**src/rtl/led_pwm_bank.sv**
```systemverilog
// led_pwm_bank: a bank of LED drivers sharing one free-running prescale counter.
// Each channel is independently off, on, blinking (counter MSB) or PWM-dimmed.
// PWM duty values pass through a per-channel shadow register that only reloads
// at the start of a PWM period, so a duty change never produces a runt pulse.
//
// Handshake: there is none. MODE is sampled every cycle. DUTY is sampled only
// in the cycle where the low counter field is all-ones and EN is high.
module led_pwm_bank #(
    parameter int WIDTH      = 22,
    parameter int CHANNELS   = 4,
    parameter int DUTY_WIDTH = 8
) (
    input  logic                           CLK,
    input  logic                           RESETN,
    input  logic                           EN,
    input  logic [2*CHANNELS-1:0]          MODE,
    input  logic [DUTY_WIDTH*CHANNELS-1:0] DUTY,
    output logic [CHANNELS-1:0]            LED,
    output logic [WIDTH-1:0]               COUNT,
    output logic                           TICK
);

    localparam logic [1:0] MODE_OFF   = 2'b00;
    localparam logic [1:0] MODE_ON    = 2'b01;
    localparam logic [1:0] MODE_BLINK = 2'b10;

    localparam logic [WIDTH-1:0] COUNT_ONE = {{(WIDTH-1){1'b0}}, 1'b1};

    logic [WIDTH-1:0]                     count_q, count_d;
    logic [CHANNELS-1:0][DUTY_WIDTH-1:0]  sh_q, sh_d;
    logic [CHANNELS-1:0]                  led_q, led_d;
    logic                                 tick_q, tick_d;

    logic [DUTY_WIDTH-1:0]                low_field;
    logic                                 low_wrap;

    // PWM phase is the low field of the shared counter; its wrap marks a period start
    always_comb begin
        low_field = count_q[DUTY_WIDTH-1:0];
        low_wrap  = EN && (low_field == {DUTY_WIDTH{1'b1}});
    end

    // Next-state for counter, wrap pulse, duty shadows and LED drive
    always_comb begin
        count_d = EN ? (count_q + COUNT_ONE) : count_q;
        tick_d  = EN && (count_q == {WIDTH{1'b1}});
        sh_d    = sh_q;
        led_d   = '0;
        for (int c = 0; c < CHANNELS; c++) begin
            if (low_wrap) begin
                sh_d[c] = DUTY[c*DUTY_WIDTH +: DUTY_WIDTH];
            end
            // LED uses the shadow as it stands this cycle, so a freshly
            // loaded duty first shows on the LED sample for L = 0.
            case (MODE[2*c +: 2])
                MODE_OFF:   led_d[c] = 1'b0;
                MODE_ON:    led_d[c] = 1'b1;
                MODE_BLINK: led_d[c] = count_q[WIDTH-1];
                default:    led_d[c] = (low_field < sh_q[c]);
            endcase
        end
    end

    // State registers with asynchronous active-low clear
    always_ff @(posedge CLK or negedge RESETN) begin
        if (!RESETN) begin
            count_q <= '0;
            sh_q    <= '0;
            led_q   <= '0;
            tick_q  <= 1'b0;
        end else begin
            count_q <= count_d;
            sh_q    <= sh_d;
            led_q   <= led_d;
            tick_q  <= tick_d;
        end
    end

    assign LED   = led_q;
    assign COUNT = count_q;
    assign TICK  = tick_q;

endmodule

```
**config.mk**
```make
export PLATFORM = sky130hd
export DESIGN_NAME = led_pwm_bank
export DESIGN_NICKNAME = d
export VERILOG_FILES = /design/src/rtl/led_pwm_bank.sv
export SDC_FILE = /design/constraint.sdc
export NUM_CORES = 1
export LEC_CHECK = 0
export CORE_MARGIN = 3
export CORE_UTILIZATION = 31
export DETAILED_ROUTE_END_ITERATION = 6
export HOLD_SLACK_MARGIN = 0.12
export MAX_ROUTING_LAYER = met4
export RECOVER_POWER = 100
export SYNTH_ARGS = -nofsm -noshare
export SYNTH_HDL_FRONTEND = slang
export SYNTH_SLANG_ARGS = --single-unit
```
**constraint.sdc**
```tcl
create_clock -name CLK -period 1.65 [get_ports CLK]
set_input_delay 0.2475 -clock CLK [delete_from_list [all_inputs] [get_ports CLK]]
set_output_delay 0.2475 -clock CLK [all_outputs]
set_load 0.02 [all_outputs]
```
==> results.yml, run 1 <==
job:
  cap_violations: 0
finish:
  syn_to_final_growth_pct: 34.4
  layout-drive-gt1-share: 0.182
  nets: 446
  final_area_um2: 4370
  n_antenna_cell: 0
  layout_common_cells: "dfrtp_1 (52), clkdlybuf4s50_1 (44), inv_1 (30), ha_1 (26), mux2_1 (20)"
  instances_no_fill: 512
  utilization: 0.437
  final_common_cell: "dfrtp_1"
setup_path:
  slowest_delay_ps: 640
  arrival_ps: 1330
  slowest_stage: "dlygate4sd3_1"
  path_max_fanout: 1
  end_kind: "primary output"
  path_delay_family: "buffers and inverters"
  worstReg2RegStart: "COUNT[1]$_DFFE_PN0P_"
  reg2regPathDepth: 6
  ff2ff_setup_slack_ps: 70
  critPathKind: "reg2out"
  critPathRequiredTime_ps: 1400
  timing.rr.end: "sh_q[19]$_DFFE_PN0P_"
  path_cells: "dlygate4sd3_1"
  cp.buffers_inverters: 1
  start_kind: "register"
drt:
  wl_um: 7230
  vias: 2320
  detail_route.first_pass.iterations: 4
  avgViaCountPerCell: 4.53
  drc: 0
  wl_per_cell_um: 14.1
  initialDrtViolationCount: 84
  ant_nets: 0
pwr:
  clkPwrFrac: 0.287
  powerDensity_nw_per_um2: 1150
  p_leak_nw: 2.04
  p_seq_frac: 0.340
  netSwitchingPower_mw: 1.69
  internal_power_mw: 3.32
  peakVddDrop_mv: 0.601
  p_comb_frac: 0.373
  totalPowerFinal_mw: 5.01
  switching_share: 0.338
floorplanning:
  num_rows: 36
  die-area_um2: 11700
  dieHeight_um: 108
  core_area_um2: 10000
  start_util: 0.325
  ios: 70
  dieWidth_um: 108
clocking:
  htree_levels: 3
  path_clk_slew_ps: 70
  cts_tree: "done"
  cts-root-buf: "clkbuf_8"
  cts.sinks: 59
  clock_latency_ps: 340
  clock_path_buffers: 2
  numCtsBuffers: 9
place:
  post-dp-hpwl_um: 5420
  placed_cell_area_um2: 4250
  io_buffer_count: 69
  place_congestion: 0.864
  post-place-ws_ps: -325
  placed_cells: 493
sta:
  min_period_over_period: 0.956
  finalHoldViolations: 0
  worst_slew_pin_slew_ps: 816
  rsz0062_at_grt: "no"
  clock_skew_ps: 12.3
  min_period_ps: 1580
  setup_viol: 0
  max_freq_ghz: 0.634
  drv_slew: 0
  setup_ws_ps: 71.8
  slew_headroom: 0.456
worst_hold_path:
  hp-class: "reg2reg"
  whs_path_depth: 1
  hold_start: "sh_q[9]$_DFFE_PN0P_"
  holdPathEnd: "sh_q[9]$_DFFE_PN0P_"
yosys:
  yosysWarnings: 0
  synth.distinct_cells: 29
  syn_area_per_cell_um2: 11.9
  synth_fp_nets: 345
  synth-seq-cells: 59
  yosysSeqAreaShare: 0.455
  synth_area_um2: 3250
  syn_inst: 273
global_routing:
  grt_max_degree: 60
  antenna_found_initial: 0
  grt_pass1_vias: 2353
  grt_overflow: 0
  grt_usage: 0.137
  grt_pass1_wl_um: 11900
run_status:
  status: "finished clean"
==> power by group through the flow <==
stage / logic, mW / registers, mW / clock network, mW
3_3_place_gp: 1.89 / 1.74 / 0
6_report: 1.87 / 1.70 / 1.44
3_5_place_dp: 1.97 / 1.74 / 0
4_1_cts: 1.92 / 1.71 / 1.48
2_1_floorplan: 0.808 / 1.98 / 0
5_1_grt: 2.11 / 1.72 / 1.54
==> cell type report <==
cell class                 count  area [um2]
clock buffer                   9         124
clock inverter                 7        92.6
fill                         977        5630
inverter                      30         113
multi-input combinational    179        1560
sequential                    59        1490
tap                          133         166
timing repair buffer          95         825
==> how the worst max path moves through the flow <==
stage                         startpoint              endpoint  slack (ps)  depth (start not counted)
finish                  LED[3]$_DFF_PN0_                LED[3]          70                          1
global route        COUNT[1]$_DFFE_PN0P_      LED[3]$_DFF_PN0_          10                          6
global placement                      EN   sh_q[6]$_DFFE_PN0P_        -280                          6
floorplan           COUNT[1]$_DFFE_PN0P_  sh_q[10]$_DFFE_PN0P_         -80                          7
CTS                 COUNT[1]$_DFFE_PN0P_  sh_q[30]$_DFFE_PN0P_           3                          6
detailed placement                    EN  sh_q[30]$_DFFE_PN0P_        -330                          6
==> cell usage after synthesis (all sizes together) <==
| library cell | count | area [um2] |
|---|---|---|
| nand2 | 17 | 63.8 |
| buf | 4 | 71.3 |
| and3 | 2 | 12.5 |
| xor2 | 5 | 43.8 |
| nand3b | 1 | 7.51 |
| nand3 | 5 | 25.0 |
| nand2b | 7 | 43.8 |
| o21ai | 5 | 25.0 |
| nor2 | 9 | 33.8 |
| xnor2 | 16 | 140 |
| a21oi | 19 | 95.1 |
| nand4 | 17 | 121 |
| mux2i | 3 | 30.0 |
| or2 | 1 | 6.26 |
| and4 | 1 | 8.76 |
| nor4 | 3 | 40.0 |
| a211oi | 1 | 7.51 |
| ha | 29 | 363 |
| a21o | 4 | 30.0 |
| mux2 | 33 | 480 |
| and2 | 1 | 6.26 |
| inv | 30 | 113 |
| clkbuf | 1 | 3.75 |
| dfrtp | 59 | 1480 |
==> flip-flops by register name, summed over array words and instances, names as in the netlist <==
name / cells
sh_q: 32
COUNT: 22
LED: 4
TICK: 1
==> through the flow <==
| stage | setup TNS, ps | hold WS, ps |
|---|---|---|
| 2_1_floorplan | -2360 | -48.1 |
| 5_1_grt | 0 | 507 |
| 3_3_place_gp | -10240 | 275 |
| 3_5_place_dp | -11490 | 283 |
| 6_report | 0 | 490 |
| 4_1_cts | 0 | 438 |
==> per-layer routing <==
layer / track usage / up-vias / share of wire
li1: - / 1148 / -
met1: 0.182 / 1100 / 0.47
met2: 0.203 / 54 / 0.46
met3: 0.0257 / 18 / 0.043
met4: 0.0622 / 0 / 0.027
met5: - / - / 0
==> timing repair <==
item	in CTS	in global routing
hold buffers	1	0
resized for setup	16	11
pin swaps	1	2
setup endpoints to repair	20	30
hold endpoints to repair	59	0
buffers inserted	0	2
==> cells by family (layout without fill, tap and decap cells) <==
family / count (synthesis) / after routing / share of synthesized area
multiplexers: 36 / 36 / 0.157
flip-flops: 59 / 59 / 0.455
buffers and inverters: 35 / 141 / 0.0578
AND/OR/NAND/NOR: 64 / 64 / 0.114
adder cells (fa/ha/maj): 29 / 29 / 0.112
AO/OA/AOI/OAI: 29 / 29 / 0.0485
XOR/XNOR: 21 / 21 / 0.0566
Power figures use the tool's default switching activity.
==> inputs of run 2 (changes only) <==
- GPL_ROUTABILITY_DRIVEN: unset -> 0
- MAX_ROUTING_LAYER: met4 -> unset
- SLEW_MARGIN: unset -> 20
==> results.yml, run 2 (synthesis results as in run 1) <==
run_status:
  status: "finished clean"
floorplanning:
  dieWidth_um: 108
  dieHeight_um: 108
  core_area_um2: 10000
  start_util: 0.325
  num_rows: 36
  die-area_um2: 11700
  ios: 70
global_routing:
  grt_overflow: 0
  grt_pass1_wl_um: 11900
  grt_usage: 0.133
  grt_max_degree: 60
  grt_pass1_vias: 2350
  antenna_found_initial: 0
setup_path:
  critPathKind: "reg2out"
  start_kind: "register"
  path_max_fanout: 1
  slowest_delay_ps: 640
  critPathRequiredTime_ps: 1400
  slowest_stage: "dlygate4sd3_1"
  path_delay_family: "buffers and inverters"
  cp.buffers_inverters: 1
  reg2regPathDepth: 6
  ff2ff_setup_slack_ps: 70
  path_cells: "dlygate4sd3_1"
  worstReg2RegStart: "COUNT[1]$_DFFE_PN0P_"
  timing.rr.end: "sh_q[19]$_DFFE_PN0P_"
  arrival_ps: 1330
  end_kind: "primary output"
clocking:
  htree_levels: 3
  clock_latency_ps: 340
  cts_tree: "done"
  path_clk_slew_ps: 70
  cts.sinks: 59
  cts-root-buf: "clkbuf_8"
  clock_path_buffers: 2
  numCtsBuffers: 9
sta:
  drv_slew: 0
  setup_viol: 0
  finalHoldViolations: 0
  min_period_over_period: 0.958
  max_freq_ghz: 0.633
  clock_skew_ps: 12.3
  min_period_ps: 1580
  rsz0062_at_grt: "no"
  worst_slew_pin_slew_ps: 820
  slew_headroom: 0.453
drt:
  wl_per_cell_um: 14.2
  avgViaCountPerCell: 4.52
  ant_nets: 0
  drc: 0
  detail_route.first_pass.iterations: 4
  vias: 2316
  wl_um: 7250
  initialDrtViolationCount: 75
worst_hold_path:
  hold_start: "sh_q[9]$_DFFE_PN0P_"
  hp-class: "reg2reg"
  whs_path_depth: 1
  holdPathEnd: "sh_q[9]$_DFFE_PN0P_"
finish:
  layout_common_cells: "dfrtp_1 (52), clkdlybuf4s50_1 (44), inv_1 (30), ha_1 (26), mux2_1 (20)"
  n_antenna_cell: 0
  instances_no_fill: 512
  largest_register_ffs: 32
  layout-drive-gt1-share: 0.182
  nets: 446
  syn_to_final_growth_pct: 34.4
  top_register: "sh_q"
  final_common_cell: "dfrtp_1"
pwr:
  p_leak_nw: 2.04
  peakVddDrop_mv: 0.599
  totalPowerFinal_mw: 5.01
  powerDensity_nw_per_um2: 1150
place:
  post-dp-hpwl_um: 5420
  placed_cells: 493
  io_buffer_count: 69
job:
  cap_violations: 0
==> run 2: cell counts in the layout (fill, tap and decap cells not counted) <==
No cell type changed its count.
==> run 2: worst max path at each step <==
stage	from	to	slack (ps)	cells after the start
global route	COUNT[1]$_DFFE_PN0P_	LED[3]$_DFF_PN0_	10	6
detailed placement	EN	sh_q[30]$_DFFE_PN0P_	-330	6
CTS	COUNT[1]$_DFFE_PN0P_	sh_q[30]$_DFFE_PN0P_	3	6
global placement	EN	sh_q[6]$_DFFE_PN0P_	-280	6
finish	LED[3]$_DFF_PN0_	LED[3]	70	1
floorplan	COUNT[1]$_DFFE_PN0P_	sh_q[10]$_DFFE_PN0P_	-80	7
==> run 2: per-stage QoR <==
step                setup WS, ps  TNS (ps)  hold slack [ps]   util  instance area [um2]
detailed placement          -325    -11490              283  0.425                 4250
CTS                         2.93         0              438  0.446                 4460
finish                      69.3         0              490  0.437                 4370
global placement            -284    -10240              275  0.425                 4250
floorplan                  -81.7     -2360            -48.1      -                 3280
global route                13.0         0              507  0.437                 4370
==> run 2: metal layers <==
metal	vias to the layer above	routed length, um	global-route usage
li1	1149	-	-
met1	1093	3370	0.181
met2	55	3330	0.203
met3	19	342	0.0269
met4	0	198	0.0622
met5	-	0	0
==> run 2: report_power, final <==
part           switching [mW]  internal, mW  leakage [nW]
clock                   0.600         0.844         0.101
sequential              0.112          1.59         0.798
combinational           0.984         0.882          1.14
total                    1.70          3.32          2.04
==> run 2: what timing repair did <==
action / in CTS / in global routing
endpoints found under the hold margin: 59 / 0
setup endpoints to repair: 20 / 30
resized for setup: 16 / 11
buffers inserted: 0 / 2
hold buffers: 1 / 0
pin swaps: 1 / 2
==> run 2: area by class of cell <==
| cell class | count | area (um2) |
|---|---|---|
| fillers | 977 | 5630 |
| clock buffers | 9 | 124 |
| inverters | 30 | 113 |
| well taps | 133 | 166 |
| repair buffers | 95 | 825 |
| flip-flops and latches | 59 | 1490 |
| multi-input cells | 179 | 1560 |
| clock inverters | 7 | 92.6 |
==> inputs of run 3 (changes only) <==
- GPL_ROUTABILITY_DRIVEN: 0 -> unset
==> results of run 3 <==
Same layout as run 2: the final DEF is identical, and so are final timing and power.
